File: src/rtl/onchip_mem_stream_reader_if.sv
// Command, RAM-port and stream signals of the on-chip memory stream reader.
interface onchip_mem_stream_reader_if #(
  parameter int ADDR_W = 13,
  parameter int DATA_W = 64
);
  logic                  start;
  logic [ADDR_W-1:0]     base_addr;
  logic [ADDR_W:0]       word_count;
  logic                  busy;
  logic                  done;
  logic [ADDR_W-1:0]     mem_address;
  logic                  mem_chipselect;
  logic                  mem_write;
  logic [DATA_W/8-1:0]   mem_byteenable;
  logic                  mem_clken;
  logic [DATA_W-1:0]     mem_readdata;
  logic [DATA_W-1:0]     st_data;
  logic                  st_valid;
  logic                  st_ready;
  logic                  st_last;

  modport master (
    input  start, base_addr, word_count, mem_readdata, st_ready,
    output busy, done, mem_address, mem_chipselect, mem_write,
           mem_byteenable, mem_clken, st_data, st_valid, st_last
  );

  modport slave (
    output start, base_addr, word_count, mem_readdata, st_ready,
    input  busy, done, mem_address, mem_chipselect, mem_write,
           mem_byteenable, mem_clken, st_data, st_valid, st_last
  );
endinterface

File: src/rtl/onchip_mem_stream_reader.sv
// Reads a word range from a 1-cycle-latency on-chip RAM and streams it out
// through a small return FIFO that absorbs consumer backpressure.
module onchip_mem_stream_reader #(
  parameter int ADDR_W     = 13,
  parameter int DATA_W     = 64,
  parameter int FIFO_DEPTH = 4
)(
  input  logic i_clk,
  input  logic i_reset_n,
  onchip_mem_stream_reader_if.master bus
);
  localparam int PTR_W = $clog2(FIFO_DEPTH);
  localparam logic [ADDR_W:0]   CNT_ONE  = (ADDR_W+1)'(1);
  localparam logic [ADDR_W-1:0] ADDR_ONE = ADDR_W'(1);
  localparam logic [PTR_W-1:0]  PTR_ONE  = PTR_W'(1);
  localparam logic [PTR_W:0]    OCC_ONE  = (PTR_W+1)'(1);
  localparam logic [PTR_W+1:0]  DEPTH_V  = (PTR_W+2)'(FIFO_DEPTH);

  typedef enum logic [1:0] {S_IDLE, S_READ, S_DRAIN} state_t;

  state_t              r_state, w_next;
  logic [ADDR_W-1:0]   r_addr;
  logic [ADDR_W:0]     r_issue_cnt;
  logic [ADDR_W:0]     r_beat_cnt;
  logic                r_inflight;
  logic                r_done;
  logic [DATA_W-1:0]   r_fifo [FIFO_DEPTH];
  logic [PTR_W-1:0]    r_wptr, r_rptr;
  logic [PTR_W:0]      r_count;

  logic                w_issue, w_accept, w_zero_start;
  logic                w_valid, w_pop, w_last_beat, w_room;
  logic [PTR_W+1:0]    w_occ;

  // A slot is reserved at issue time, so the return write never overflows.
  assign w_occ       = {1'b0, r_count} + {{(PTR_W+1){1'b0}}, r_inflight};
  assign w_room      = w_occ < DEPTH_V;
  assign w_valid     = r_count != '0;
  assign w_pop       = w_valid && bus.st_ready;
  assign w_last_beat = w_pop && (r_beat_cnt == CNT_ONE);

  always_comb begin
    w_next       = r_state;
    w_issue      = 1'b0;
    w_accept     = 1'b0;
    w_zero_start = 1'b0;
    case (r_state)
      S_IDLE: begin
        if (bus.start) begin
          if (bus.word_count != '0) begin
            w_accept = 1'b1;
            w_next   = S_READ;
          end else begin
            w_zero_start = 1'b1;
          end
        end
      end
      S_READ: begin
        w_issue = w_room;
        if (w_issue && r_issue_cnt == CNT_ONE) w_next = S_DRAIN;
      end
      S_DRAIN: w_next = S_DRAIN;
      default: w_next = S_IDLE;
    endcase
    if (r_state != S_IDLE && w_last_beat) w_next = S_IDLE;
  end

  always_ff @(posedge i_clk) begin
    if (!i_reset_n) begin
      r_state     <= S_IDLE;
      r_addr      <= '0;
      r_issue_cnt <= '0;
      r_beat_cnt  <= '0;
      r_inflight  <= 1'b0;
      r_done      <= 1'b0;
    end else begin
      r_state    <= w_next;
      r_done     <= w_zero_start || w_last_beat;
      r_inflight <= w_issue;
      if (w_accept) begin
        r_addr      <= bus.base_addr;
        r_issue_cnt <= bus.word_count;
        r_beat_cnt  <= bus.word_count;
      end else begin
        // Address stops on the final issued word so it holds there when idle.
        if (w_issue) begin
          r_issue_cnt <= r_issue_cnt - CNT_ONE;
          if (r_issue_cnt != CNT_ONE) r_addr <= r_addr + ADDR_ONE;
        end
        if (w_pop) r_beat_cnt <= r_beat_cnt - CNT_ONE;
      end
    end
  end

  always_ff @(posedge i_clk) begin
    if (!i_reset_n) begin
      r_wptr  <= '0;
      r_rptr  <= '0;
      r_count <= '0;
    end else begin
      if (r_inflight) r_wptr <= r_wptr + PTR_ONE;
      if (w_pop)      r_rptr <= r_rptr + PTR_ONE;
      case ({r_inflight, w_pop})
        2'b10:   r_count <= r_count + OCC_ONE;
        2'b01:   r_count <= r_count - OCC_ONE;
        default: r_count <= r_count;
      endcase
    end
  end

  always_ff @(posedge i_clk) begin
    if (i_reset_n && r_inflight) r_fifo[r_wptr] <= bus.mem_readdata;
  end

  assign bus.busy           = r_state != S_IDLE;
  assign bus.done           = r_done;
  assign bus.mem_address    = r_addr;
  assign bus.mem_chipselect = w_issue;
  assign bus.mem_write      = 1'b0;
  assign bus.mem_byteenable = '1;
  assign bus.mem_clken      = 1'b1;
  assign bus.st_data        = r_fifo[r_rptr];
  assign bus.st_valid       = w_valid;
  assign bus.st_last        = w_valid && (r_beat_cnt == CNT_ONE);
endmodule

File: src/flat_wrapper.sv
// flat-port wrapper written by rule: the top's interface ports become plain ports
module onchip_mem_stream_reader_flat 
#(
  parameter int ADDR_W     = 13,
  parameter int DATA_W     = 64,
  parameter int FIFO_DEPTH = 4
)
  (i_clk, i_reset_n, bus_start, bus_base_addr, bus_word_count, bus_mem_readdata, bus_st_ready, bus_busy, bus_done, bus_mem_address, bus_mem_chipselect, bus_mem_write, bus_mem_byteenable, bus_mem_clken, bus_st_data, bus_st_valid, bus_st_last);
  onchip_mem_stream_reader_if #(.ADDR_W(ADDR_W), .DATA_W(DATA_W)) bus_i ();
  input  logic i_clk;
  input  logic i_reset_n;
  input wire logic [$bits(bus_i.start)-1:0] bus_start;
  input wire logic [$bits(bus_i.base_addr)-1:0] bus_base_addr;
  input wire logic [$bits(bus_i.word_count)-1:0] bus_word_count;
  input wire logic [$bits(bus_i.mem_readdata)-1:0] bus_mem_readdata;
  input wire logic [$bits(bus_i.st_ready)-1:0] bus_st_ready;
  output wire logic [$bits(bus_i.busy)-1:0] bus_busy;
  output wire logic [$bits(bus_i.done)-1:0] bus_done;
  output wire logic [$bits(bus_i.mem_address)-1:0] bus_mem_address;
  output wire logic [$bits(bus_i.mem_chipselect)-1:0] bus_mem_chipselect;
  output wire logic [$bits(bus_i.mem_write)-1:0] bus_mem_write;
  output wire logic [$bits(bus_i.mem_byteenable)-1:0] bus_mem_byteenable;
  output wire logic [$bits(bus_i.mem_clken)-1:0] bus_mem_clken;
  output wire logic [$bits(bus_i.st_data)-1:0] bus_st_data;
  output wire logic [$bits(bus_i.st_valid)-1:0] bus_st_valid;
  output wire logic [$bits(bus_i.st_last)-1:0] bus_st_last;
  assign bus_i.start = bus_start;
  assign bus_i.base_addr = bus_base_addr;
  assign bus_i.word_count = bus_word_count;
  assign bus_i.mem_readdata = bus_mem_readdata;
  assign bus_i.st_ready = bus_st_ready;
  assign bus_busy = bus_i.busy;
  assign bus_done = bus_i.done;
  assign bus_mem_address = bus_i.mem_address;
  assign bus_mem_chipselect = bus_i.mem_chipselect;
  assign bus_mem_write = bus_i.mem_write;
  assign bus_mem_byteenable = bus_i.mem_byteenable;
  assign bus_mem_clken = bus_i.mem_clken;
  assign bus_st_data = bus_i.st_data;
  assign bus_st_valid = bus_i.st_valid;
  assign bus_st_last = bus_i.st_last;
  onchip_mem_stream_reader #(.ADDR_W(ADDR_W), .DATA_W(DATA_W), .FIFO_DEPTH(FIFO_DEPTH)) u_core (.i_clk(i_clk), .i_reset_n(i_reset_n), .bus(bus_i));
endmodule
File: config.mk
export PLATFORM = sky130hd
export DESIGN_NAME = onchip_mem_stream_reader_flat
export DESIGN_NICKNAME = d
export VERILOG_FILES = /design/src/rtl/onchip_mem_stream_reader_if.sv /design/src/rtl/onchip_mem_stream_reader.sv /design/src/flat_wrapper.sv
export SDC_FILE = /design/constraint.sdc
export NUM_CORES = 1
export LEC_CHECK = 0
export ABC_AREA = 1
export BUFFER_PORTS_ARGS = -buffer_cell sky130_fd_sc_hd__buf_4
export CAP_MARGIN = 25
export CORE_ASPECT_RATIO = 0.6
export CORE_MARGIN = 1
export CORE_UTILIZATION = 43
export CTS_BUF_LIST = sky130_fd_sc_hd__clkbuf_8
export CTS_CLUSTER_DIAMETER = 120
export CTS_CLUSTER_SIZE = 20
export DETAILED_ROUTE_END_ITERATION = 10
export GPL_TIMING_DRIVEN = 0
export MAX_ROUTING_LAYER = met4
export SLEW_MARGIN = 15
export SYNTH_ARGS = -nofsm -noshare
export SYNTH_HDL_FRONTEND = slang
export SYNTH_SLANG_ARGS = --single-unit
File: constraint.sdc
create_clock -name i_clk -period 6.5 [get_ports i_clk]
set_input_delay 0.65 -clock i_clk [delete_from_list [all_inputs] [get_ports i_clk]]
set_output_delay 0.65 -clock i_clk [all_outputs]
set_load 0.005 [all_outputs]
==> results by group <==
Die
  • FP Rows: 48
  • Core Box Area: 0.0292 sq mm
  • Boundary Pins: ~190
  • DIE HEIGHT: between 100 and 150 um
  • Die width: between 200 and 250 um
  • Die ar.: roughly 0.031 sq mm
  • Initial Utilization: 0.445

GRT
  • Global route overflow: 0
  • Initial antenna violation count: 0
  • Vias in the first global route: 8,560
  • Largest net degree at the start of global routing: 25
  • GRT Overall Usage: 0.224
  • Wire length of the first global-routing pass: 50,400 um

Layout
  • Syn-to-layout area delta: 18.8%
  • Most frequent cells in the layout: edfxtp_1 (256), nor2_1 (220), buf_4 (186)
  • Nets: around 1,500
  • Layout cells sized above 1: 0.171
  • Post-Layout Cell Count: 1,835
  • Fill cells: 2,685
  • Commonest non-fill, non-tap cell in the layout: edfxtp_1

Place
  • Dpl ws: 3860 ps
  • GP Congestion: roughly 0.95
  • Port Buffers: 176
  • # placed instances: 1,800
  • DP Wirelength: 23,900 um

Power
  • Pwr Density: 351 mW/mm^2
  • P_leak: 5.89 nW
  • VDD IR max: 0.000159 V

STA
  • Clk_skew: 17.5 ps
  • Max-slew violation count: 0
  • RSZ-0062 raised after global routing: no
  • Tmin final: 3280 ps
  • Post-route setup TNS: 0 ps
  • Final Worst Setup Slack: 3220 ps
  • Peak Freq: 305 MHz
  • Slew HR: 0.434
  • Final setup viols: 0
  • Tightest Pin Transition: 846 ps
  • Period utilization: 0.505
  • Final hold vios: 0

Clocking
  • Worst-path clk slew: approximately 130 ps
  • Clock latency on the worst-skew pair: 560 ps
  • Root buf cell: clkbuf_8
  • H-tree depth: 1
  • Post-CTS Setup Inserts: 0
  • Post_cts resized: 0
  • TritonCTS clock tree: yes
  • Hold Buf Count CTS: 0
  • TritonCTS buffer count: 19
  • Clock tree buffer depth: 3
  • CTS sink count: 310

Routing
  • DRT iter0 DRCs: 870
  • DRT antenna net count: 0
  • Final wirelength: 33,800 um
  • Via count: between 9,000 and 10,000
  • Average routed wire per standard cell: 18.4 um
  • Residual DRC count: 0
  • DR vias/cell: 5.14
  • Total iterations of the first detailed-routing run: 5

Job
  • Max Cap Viol: 0

Worst setup path
  • Worst r2r path cells: 12
  • CP Launch Type: register
  • CP required: 5850 ps
  • CP arrival: 2630 ps
  • Critical Path Most Common Cell: buf_2
  • Nature of the critical path endpoint: output port
  • CP max stage delay: 500 ps
  • Crit path cell chain: buf_2, buf_2, clkbuf_1, nor2_1, o22ai_1, buf_4
  • Setup CP Type: register to output port
  • Critical Path Fanout Max: 10
  • Slowest CP cell: clkbuf_1

Synthesis
  • Synthesized flop and latch total: between 300 and 400
  • Syn Std Cell Area: 0.0130 sq mm
  • Sequential share of the synthesized area: 0.675
  • Cells after Synth: between 1,000 and 1,500
  • Unique masters post-synth: 33
  • Syn_area_per_cell: about 11 sq um
  • Post-synth EDFFs: 256
  • FFs w/ async S/R, synth: 0
  • Top_reg_cell synth: edfxtp_1
  • Yosys warns: 0

Hold path
  • Worst min path class: primary input to register
  • WHS Path Cells: 1

Run status
  • Status: completed
## state kept, by name, indices dropped and copies added, names as in the netlist, named ones only
signal	count
u_core.r_state	2
u_core.r_count	3
u_core.bus.done	1
u_core.r_issue_cnt	14
u_core.r_rptr	2
u_core.r_beat_cnt	14
u_core.bus.mem_address	13
u_core.r_wptr	2
u_core.r_fifo	256
u_core.r_inflight	1
## metrics by stage
stage          hold slack (ps)  area, sq um  utilization  power, mW
4_1_cts                    248        15400        0.528       5.42
2_1_floorplan              436        13000            -       3.69
3_3_place_gp               455        14800        0.508       4.51
5_1_grt                    234        15400        0.528       5.77
3_5_place_dp               457        15100        0.517       4.54
6_report                   281        15400        0.529       5.42
## logic make-up (layout without fill, tap and decap cells)
| logic type | count (synthesis) | count (layout) | share of synthesized area |
|---|---|---|---|
| compound gates | 256 | 256 | 0.106 |
| buf+inv | 140 | 359 | 0.0468 |
| fa+ha+maj | 14 | 14 | 0.0141 |
| xor+xnor | 13 | 13 | 0.00877 |
| other cells | 2 | 12 | 0.000578 |
| flops | 310 | 310 | 0.675 |
| simple gates | 471 | 471 | 0.149 |
## routing by layer
metal / vias to the layer above / routed length [um] / track usage
met5: - / 0 / -
li1: 4639 / - / -
met2: 326 / 13600 / 0.297
met4: 0 / 369 / 0.0312
met1: 4446 / 17000 / 0.351
met3: 26 / 2780 / 0.0489
## area by class of cell
class	count	area [sq um]	area share
antenna	2	5.00	0.000324
buffer	68	338	0.0219
clock buffer	19	262	0.0170
clock inverter	14	60.1	0.00389
inverter	72	270	0.0175
multi-input combinational	764	3670	0.238
sequential	310	8770	0.568
tap	400	500	0.0324
timing repair buffer	186	1550	0.101
## cells in the mapped netlist (3+ instances only)
cell type,instances,area [sq um]
a21oi_1,30,150
xnor2_1,6,52.6
clkbuf_1,41,154
inv_1,67,251
buf_4,10,75.1
nand3b_1,5,37.5
nor2_1,224,841
o21ai_1,8,40.0
buf_2,12,60.1
edfxtp_1,256,7690
nand2_2,3,18.8
nand4_1,8,50.1
ha_1,13,163
dfxtp_1,54,1080
buf_6,4,45.0
nand3_1,81,405
xor2_1,7,61.3
nand2_1,143,537
o22ai_1,64,400
o21ai_0,152,761
inv_2,3,11.3
## worst max-delay path, delay by kind of cell (launching register included)
kind	cells	cell delay, ps
simple gates	1	110
buf+inv	4	1260
flops	1	370
compound gates	1	320
## path summary, 6_finish.rpt
path / from / to / slack (ps)
min: bus_mem_readdata[41] / u_core.r_fifo[2][41]$_DFFE_PP_ / 280
max: register / bus_st_data[61] / 3220
min reg2reg: u_core.r_rptr[1]$_SDFFE_PN0P_ / u_core.r_rptr[1]$_SDFFE_PN0P_ / 470
max reg2reg: u_core.r_count[0]$_SDFFE_PN0P_ / u_core.r_count[2]$_SDFFE_PN0P_ / 4100
## where the power goes
group          switching, mW  internal [mW]  total (mW)
logic                   1.29          0.773        2.06
registers              0.146           2.32        2.47
clock network          0.607          0.282       0.889
total                   2.04           3.38        5.42
Note: power is estimated with default switching activity, not from simulation.
